<file path="src/rtl/fp_div_seq.sv">
// Sequential IEEE-754 single-precision divider: restoring radix-2 mantissa
// divide, fixed 29-cycle latency from accept to done, denormals flushed to zero.
//
// state  | meaning
// IDLE   | waiting for start
// UNPACK | classify operands, load divider and exponent
// DIVIDE | 26 restoring steps, one quotient bit per cycle
// ROUND  | normalise, round, range-limit, latch result
// DONE   | done pulse; a new start is accepted here
module fp_div_seq #(
  parameter int ROUND_MODE = 0
) (
  input  logic        clk,
  input  logic        rst,
  input  logic        start,
  input  logic [31:0] a,
  input  logic [31:0] b,
  output logic        busy,
  output logic        done,
  output logic [31:0] result,
  output logic        div_by_zero,
  output logic        invalid
);

  typedef enum logic [2:0] {
    S_IDLE,
    S_UNPACK,
    S_DIVIDE,
    S_ROUND,
    S_DONE
  } state_t;

  state_t state, state_nxt;

  logic              accept;
  logic [31:0]       a_r, b_r;
  logic [4:0]        cnt;
  logic [24:0]       rem;
  logic [23:0]       mb;
  logic [25:0]       q;
  logic signed [9:0] exp_r;
  logic              sign_r;
  logic              spec_r, spec_inv_r, spec_dbz_r;
  logic [31:0]       spec_res_r;

  // operand fields
  logic       sa, sb;
  logic [7:0] ea, eb;
  logic [22:0] fa, fb;
  logic       za, zb, ia, ib, na, nb, sgn;

  // special-case selection
  logic        spec_nxt, spec_inv_nxt, spec_dbz_nxt;
  logic [31:0] spec_res_nxt;

  // divide step
  logic        ge;
  logic [24:0] diff, rem_nxt;

  // normalise / round
  logic [22:0]       mant, mant_fin;
  logic              guard, sticky, inc;
  logic [23:0]       mant_inc;
  logic signed [9:0] e_norm, e_fin;
  logic [31:0]       norm_res;

  // FSM: state register
  always_ff @(posedge clk) begin
    if (rst) state <= S_IDLE;
    else     state <= state_nxt;
  end

  // FSM: next state
  always_comb begin
    state_nxt = state;
    case (state)
      S_IDLE:   if (start) state_nxt = S_UNPACK;
      S_UNPACK: state_nxt = S_DIVIDE;
      S_DIVIDE: if (cnt == 5'd0) state_nxt = S_ROUND;
      S_ROUND:  state_nxt = S_DONE;
      S_DONE:   state_nxt = start ? S_UNPACK : S_IDLE;
      default:  state_nxt = S_IDLE;
    endcase
  end

  // FSM: outputs
  always_comb begin
    busy = 1'b0;
    done = 1'b0;
    case (state)
      S_UNPACK, S_DIVIDE, S_ROUND: busy = 1'b1;
      S_DONE:                      done = 1'b1;
      default: ;
    endcase
  end

  assign accept = start & ~busy;

  always_ff @(posedge clk) begin
    if (rst) begin
      a_r <= 32'h0;
      b_r <= 32'h0;
    end else if (accept) begin
      a_r <= a;
      b_r <= b;
    end
  end

  assign sa  = a_r[31];
  assign sb  = b_r[31];
  assign ea  = a_r[30:23];
  assign eb  = b_r[30:23];
  assign fa  = a_r[22:0];
  assign fb  = b_r[22:0];
  assign za  = (ea == 8'd0);
  assign zb  = (eb == 8'd0);
  assign ia  = (ea == 8'hFF) && (fa == 23'd0);
  assign ib  = (eb == 8'hFF) && (fb == 23'd0);
  assign na  = (ea == 8'hFF) && (fa != 23'd0);
  assign nb  = (eb == 8'hFF) && (fb != 23'd0);
  assign sgn = sa ^ sb;

  always_comb begin
    spec_nxt     = 1'b1;
    spec_inv_nxt = 1'b0;
    spec_dbz_nxt = 1'b0;
    spec_res_nxt = 32'h7FC0_0000;
    if (na || nb || (za && zb) || (ia && ib)) begin
      spec_inv_nxt = 1'b1;
    end else if (zb) begin
      // inf/0 is just a signed infinity; only a finite dividend raises the flag
      spec_res_nxt = {sgn, 8'hFF, 23'd0};
      spec_dbz_nxt = ~ia;
    end else if (ia) begin
      spec_res_nxt = {sgn, 8'hFF, 23'd0};
    end else if (za || ib) begin
      spec_res_nxt = {sgn, 31'd0};
    end else begin
      spec_nxt = 1'b0;
    end
  end

  // Remainder stays below 2*mb, so 25 bits never overflow.
  assign ge      = (rem >= {1'b0, mb});
  assign diff    = rem - {1'b0, mb};
  assign rem_nxt = ge ? {diff[23:0], 1'b0} : {rem[23:0], 1'b0};

  always_ff @(posedge clk) begin
    if (rst) begin
      rem        <= 25'd0;
      mb         <= 24'd0;
      q          <= 26'd0;
      cnt        <= 5'd0;
      exp_r      <= 10'sd0;
      sign_r     <= 1'b0;
      spec_r     <= 1'b0;
      spec_inv_r <= 1'b0;
      spec_dbz_r <= 1'b0;
      spec_res_r <= 32'h0;
    end else begin
      case (state)
        S_UNPACK: begin
          rem        <= {2'b01, fa};
          mb         <= {1'b1, fb};
          q          <= 26'd0;
          cnt        <= 5'd25;
          exp_r      <= $signed({2'b00, ea}) - $signed({2'b00, eb}) + 10'sd127;
          sign_r     <= sgn;
          spec_r     <= spec_nxt;
          spec_inv_r <= spec_inv_nxt;
          spec_dbz_r <= spec_dbz_nxt;
          spec_res_r <= spec_res_nxt;
        end
        S_DIVIDE: begin
          q   <= {q[24:0], ge};
          rem <= rem_nxt;
          cnt <= cnt - 5'd1;
        end
        default: ;
      endcase
    end
  end

  always_comb begin
    if (q[25]) begin
      mant   = q[24:2];
      guard  = q[1];
      sticky = q[0] | (|rem);
      e_norm = exp_r;
    end else begin
      mant   = q[23:1];
      guard  = q[0];
      sticky = |rem;
      e_norm = exp_r - 10'sd1;
    end
    inc      = (ROUND_MODE == 0) && guard && (sticky || mant[0]);
    mant_inc = {1'b0, mant} + {23'd0, inc};
    if (mant_inc[23]) begin
      mant_fin = 23'd0;
      e_fin    = e_norm + 10'sd1;
    end else begin
      mant_fin = mant_inc[22:0];
      e_fin    = e_norm;
    end
    if (e_fin >= 10'sd255)   norm_res = {sign_r, 8'hFF, 23'd0};
    else if (e_fin <= 10'sd0) norm_res = {sign_r, 31'd0};
    else                      norm_res = {sign_r, e_fin[7:0], mant_fin};
  end

  always_ff @(posedge clk) begin
    if (rst) begin
      result      <= 32'h0;
      invalid     <= 1'b0;
      div_by_zero <= 1'b0;
    end else if (state == S_ROUND) begin
      result      <= spec_r ? spec_res_r : norm_res;
      invalid     <= spec_r & spec_inv_r;
      div_by_zero <= spec_r & spec_dbz_r;
    end
  end

endmodule

</file>
<file path="config.mk">
export PLATFORM = sky130hd
export DESIGN_NAME = fp_div_seq
export DESIGN_NICKNAME = d
export VERILOG_FILES = /design/src/rtl/fp_div_seq.sv
export SDC_FILE = /design/constraint.sdc
export NUM_CORES = 1
export LEC_CHECK = 0
export CORE_MARGIN = 2
export CORE_UTILIZATION = 35
export DETAILED_ROUTE_END_ITERATION = 10
export GPL_TIMING_DRIVEN = 0
export PLACE_DENSITY = 0.58
export SYNTH_ARGS = -nofsm -noshare
export SYNTH_HDL_FRONTEND = slang
export SYNTH_SLANG_ARGS = --single-unit
</file>
<file path="constraint.sdc">
create_clock -name clk -period 3.7 [get_ports clk]
set_input_delay 0.74 -clock clk [delete_from_list [all_inputs] [get_ports clk]]
set_output_delay 0.74 -clock clk [all_outputs]
set_load 0.02 [all_outputs]
</file>
* After elaboration in Yosys (flattened, before gate mapping) *
Cells that the tools add are included.

storage, ports and cells
  register bits = 227
  input bits = 67
  output and inout port bits = 36
  word-level logic and storage cells = 95

operators by class
  add/subtract/negate cells = 7
  $lt $le $gt $ge = 3
  equality and inequality tests = 8
  mux-type cells = 30
  bitwise operators = 7
  reduce and logical (&&, ||, !) cells = 24

operators with widths
  kind                                                              count
  two-way mux 32 bit                                                5
  two-way mux 31 bit                                                2
  case mux 26 bit (2 select lines)                                  1
  case mux 25 bit (2 select lines)                                  1
  zero test 23 bit                                                  2
  two-way mux 23 bit                                                2
  nonzero test 23 bit                                               2
  >= comparator 25 x 24 -> 1 bit                                    1
  two-way mux 25 bit                                                1
  OR reduction 25 bit                                               1
  adder 23 x 1 -> 24 bit                                            1
  subtractor 24 bit                                                 1
  two-way mux 10 bit                                                2
  equality test 8 bit (second input constant)                       2
  zero test 8 bit                                                   2
  case mux 3 bit (5 select lines)                                   1
  two-way mux 1 bit                                                 12
  adder 10 x 2 -> 10 bit (second input constant)                    1
  adder 9 x 8 -> 10 bit (second input constant)                     1
  >= comparator 10 x 9 -> 1 bit (second input constant)             1
  less-or-equal comparator 10 x 1 -> 1 bit (second input constant)  1
  case mux 5 bit (2 select lines)                                   1
  subtractor 10 x 2 -> 10 bit (second input constant)               1
  subtractor 8 x 8 -> 9 bit                                         1
  17 further kinds                                                  33

* Logic depth before layout (Yosys ltp) *
  word-level depth = 11
  mapped depth = 16
  gate-level depth less buffers = 13

* Worst setup path after synthesis *
No wires, ideal clock.

  kind = register -> register
  from = reg q[25]
  to = reg result[22]
  library setup time = 0.116 ns
  data arrival time = 3.250 ns
  data required time = 3.584 ns
  setup slack = 0.335 ns
  cell stages (with the launch flop) = 17
  path buffers = 4
  period minus slack after synthesis = 3.365 ns
  cells stage by stage = dfxtp_1 > buf_6 > buf_2 > buf_1 > clkbuf_1 > mux2i_1 > nor2b_1 > ha_1 > and4_1 > o211a_1 > and4b_1 > nand2_1 > nor2_1 > nand4_1 > xor2_1 > a21oi_1 > a31o_1

between the ends
  cells in the longest elaborated chain, start to end = 9
  elaborated cells on any way between the ends = 15
  classes of those cells = add/sub (2); order compare (2); mux (9); reduce/logical (2)

RTL lines
  what                                                     RTL line  RTL
  from (decl)                                              40        logic [25:0] q;
  from (signal assigned)                                   175       q <= {q[24:0], ge};
  two-way mux 1 bit or two-way mux 23 bit (tied branches)  185       if (q[25]) begin
  logical OR 1 bit                                         196       inc = (ROUND_MODE == 0) && guard && (sticky || mant[0]);
  logical AND 1 bit                                        196
  adder 23 x 1 -> 24 bit                                   197       mant_inc = {1'b0, mant} + {23'd0, inc};
  two-way mux 10 bit                                       198       if (mant_inc[23]) begin
  less-or-equal comparator 10 x 1 -> 1 bit                 206       else if (e_fin <= 10'sd0) norm_res = {sign_r, 31'd0};
  two-way mux 31 bit                                       206
  two-way mux 31 bit (*)                                   205       if (e_fin >= 10'sd255) norm_res = {sign_r, 8'hFF, 23'd0};
  two-way mux 32 bit (*)                                   216       result <= spec_r ? spec_res_r : norm_res;
  to (signal assigned)                                     216
  to (decl)                                                20        output logic [31:0] result,

Mark *: on every way between the ends. The rest lies on a longest branch, timed or not.
A chain may end at the register's enable or synchronous reset.

* Final worst setup path *
  from = reg rem[10]
  to = reg rem[15]

between the ends
  cells in the longest elaborated chain, start to end = 3
  elaborated cells on any way between the ends = 4
  classes of those cells = add/sub (1); order compare (1); mux (2)

RTL lines
  what                                                                 RTL line  RTL
  from (decl)                                                          38        logic [24:0] rem;
  from (signal assigned)                                               163       rem <= {2'b01, fa};
  from (signal assigned)                                               176       rem <= rem_nxt;
  subtractor 24 bit or >= comparator 25 x 24 -> 1 bit (tied branches)  145, 144
  two-way mux 25 bit (*)                                               146       assign rem_nxt = ge ? {diff[23:0], 1'b0} : {rem[23:0], 1'b0};
  case mux 25 bit (2 select lines) (*)                                 161       case (state)

Marked as above.

==> summary.txt <==
Placement
  – Buffers on Ports: 102
  – RePlAce Congestion: approximately 0.9
  – Dpl hpwl: 24.5 mm
  – Cells after DPL: 1,876

Pwr
  – PD cells: just under 700 nW/µm²
  – Worst VDD drop: approximately 0.44 mV
  – Pwr Total: 9.02 mW
  – Pleak: ~4.6 nW

Worst setup path
  – Worst-path fanout max: 10
  – CP required: just over 4 ns
  – Critical path data arrival time: between 3 and 4 ns
  – FF-to-FF setup slack: between 0.15 and 0.2 ns
  – Crit path buf inv count: 3
  – CP dominant cell by count: o211ai_1
  – Cell family with the largest share of critical-path delay: compound AO/OA/AOI/OAI gates
  – CP startpoint kind: flip-flop
  – Reg-to-reg endpoint: rem[15]
  – Crit Path Category: reg2reg
  – Slowest cell on crit path: or4_1
  – Worst setup EP type: flip-flop
  – FF-to-FF Start: rem[10]
  – Cell breakdown of the critical path: ha_1, clkbuf_1, a21o_1, a21oi_1, o211ai_1, o2bb2ai_1, or4_1, o211ai_1, buf_4, and2_1, clkbuf_4, nand3_1, a31oi_1
  – Largest stage delay, worst path: 0.51 ns
  – Reg2reg path depth: 13

Logic synthesis
  – Netlist cell types: approximately 80
  – Syn Nets: approximately 1,500
  – Syn Inst Count: 1,378
  – Post-synth top flop: dfxtp_1
  – Synthesized area per cell: around 8 µm²
  – Yosys Warn Count: 0
  – FFs w/ async S/R, synth: 0
  – Seq cells post-synth: between 150 and 200
  – Sequential share of the synthesized area: 0.366
  – EDFF count, synth: 0
  – Cell Area, Synth: 10,800 µm²

Global route
  – Initial antenna violation count: 0
  – GR Overflow Total: 0
  – First-pass GRT wire length: roughly 52 mm
  – Gr usage total: 0.198
  – GRT met3 Usage: 0.0348
  – Met2 usage: 0.319
  – Vias in the first global route: 9,538
  – Largest net degree at the start of global routing: 23
  – Most used routing layer: met2
  – Met1 Track Usage GR: 0.272

Timing
  – Clock Skews: 0.0285 ns
  – Min Tclk post-route: ~3.5 ns
  – Period utilisation layout: 0.956
  – Slew margin rel.: 0.162
  – Slew Viols, Final: 0
  – Max Fclk: between 0.2 and 0.3 GHz
  – Worst slew pin tran: 1.25 ns
  – Fin Setup TNS: 0 ns
  – Endpoints failing setup: 0
  – Hold_ws: around 0.46 ns
  – Final Hold Fails: 0

Route
  – WL/cell: roughly 17 µm
  – Total number of vias: 10,200
  – Pre-antenna DRT Iters: 5
  – DR DRC count: 0
  – Final Routed Wirelength: 32.7 mm
  – Vias per cell: roughly 5.3
  – Remaining antenna violation count: 0
  – Iter 0 DRT Violations: roughly 830

Finish
  – Most common cell after layout, fill and taps aside: nand2_1
  – Final layout net count: approximately 1,600
  – Area growth syn-to-layout: 21.0%
  – Diodes inserted: 0
  – Non-Filler Instances: 1,912
  – Commonest cells after routing, fill and taps aside: 238 x nand2_1, 196 x dfxtp_1, 150 x a21oi_1, 103 x nor2_1, 102 x clkdlybuf4s50_1
  – Fin util: 0.429
  – Layout cell share with drive strength beyond 1: 0.0607

Min path
  – WHS Path Cells: 2
  – Hold EP: mb[13]
  – Hold Startpoint: mb[13]
  – Hold crit path type: reg2reg

CTS
  – CTS tree: done
  – Clk Latency, worst-skew pair: 0.46 ns
  – H-Tree Level Count: 4
  – Num CTS Buffers: 17
  – Worst-path clk slew: about 0.1 ns
  – Clock sink count: about 200
  – Maximum clock path buffer count: 2
  – Root Buffer: clkbuf_16

Status
  – Status: finished, final reports clean

Die
  – Chip height: around 180 µm
  – Die Area: about 32,000 µm²
  – Core area: slightly above 30,000 µm²
  – Num ports: just over 100
  – Die W: roughly 180 µm
  – FP Rows: 64
  – Initial Util: 0.355

Flow run
  – Max_cap viols: 0
==> power breakdown <==
group | switching, mW | internal (mW) | total (mW)
Combinational | 2.64 | 1.82 | 4.46
Sequential | 0.197 | 2.32 | 2.52
Clock | 1.04 | 1.01 | 2.04
==> state kept, by name, summed over array words and instances, names as in the netlist <==
name,flops
a_r,32
b_r,32
cnt,5
div_by_zero,1
exp_r,10
invalid,1
mb,24
q,26
rem,25
result,32
sign_r,1
spec_dbz_r,1
spec_inv_r,1
spec_r,1
spec_res_r,3
state,3
==> synth_stat cells (4+ instances only) <==
library cell    n  area, µm²
a32o_1          6       60.1
and2_1          7       43.8
ha_1           38        475
nand2_1       239        897
xnor2_1        42        368
mux2_2          5       56.3
a31oi_1        13       81.3
inv_1          61        229
o211ai_1        5       37.5
clkbuf_1       86        323
nand2b_1       13       81.3
a21oi_1       151        756
or4_1           6       45.0
nor4_1         27        169
a22oi_1        51        383
o21ai_0        21        105
nor3_1         23        115
o32ai_1         5       43.8
nor2b_1        12       75.1
a22o_1         18        158
a21o_1         11       82.6
dfxtp_1       198       3960
a211oi_1       21        158
xor2_1         16        140
o21a_1          6       45.0
buf_1           5       18.8
nand4_1        15       93.8
a21boi_0        6       45.0
nand3_1        30        150
nand4b_1        4       35.0
and3_1         10       62.6
mux2i_1        22        220
nand3b_1        4       30.0
a311oi_1       13        114
o22ai_1        11       68.8
nor2_1        104        390
or2_2           4       25.0
==> how the worst max path moves through the flow <==
stage,startpoint,endpoint,slack [ns],cells after the start
detailed placement,q[25],result[22],-0.70,15
finish,rem[10],rem[15],0.16,13
global route,mb[10],rem[3],-0.02,14
CTS,exp_r[1],result[22],0.04,11
floorplan,q[25],result[22],0.33,16
global placement,q[25],result[22],-0.70,15
==> layout make-up <==
class / instances / area (µm²)
Timing Repair Buffer: 109 / 1070
Inverter: 61 / 229
Buffer: 95 / 413
Tap cell: 396 / 495
Clock buffer: 17 / 425
Sequential cell: 198 / 3970
Multi-Input combinational cell: 1021 / 6300
Clock inverter: 15 / 220
Fill cell: 3127 / 17500
==> through the flow <==
step | area [µm²] | worst slack [ns]
after floorplan | 10800 | 0.335
after global placement | 12400 | -0.700
after detailed placement | 12400 | -0.695
after CTS | 13000 | 0.0413
after global routing | 13100 | -0.0204
final | 13100 | 0.164
==> worst register-to-register path, delay by kind of cell, from the launching register on <==
kind | cells | cell delay, ns
simple gates | 3 | 0.82
fa+ha+maj | 1 | 0.26
flops | 1 | 0.43
compound gates | 6 | 1.33
buf+inv | 3 | 0.59
==> logic make-up after synthesis <==
logic type | after synthesis | synth area share
AOI/OAI and AO/OA | 370 | 0.223
xor gates and xnor gates | 58 | 0.0468
muxes | 28 | 0.0265
adders and majority gates | 40 | 0.0475
and+or+nand+nor | 525 | 0.233
DFF | 198 | 0.366
buffers and inverters | 159 | 0.0578
==> routing by layer <==
metal / vias up / share of wire
li1: 5149 / -
met1: 4711 / 0.48
met2: 271 / 0.45
met3: 42 / 0.049
met4: 0 / 0.021
met5: - / 0
==> timing repair <==
action,4_1_cts,5_1_grt
hold buffers,0,0
setup buffers,3,4
endpoints found under the setup margin,32,50
pin swaps,2,3
gates resized for setup,10,20
Power figures use the tool's default switching activity.
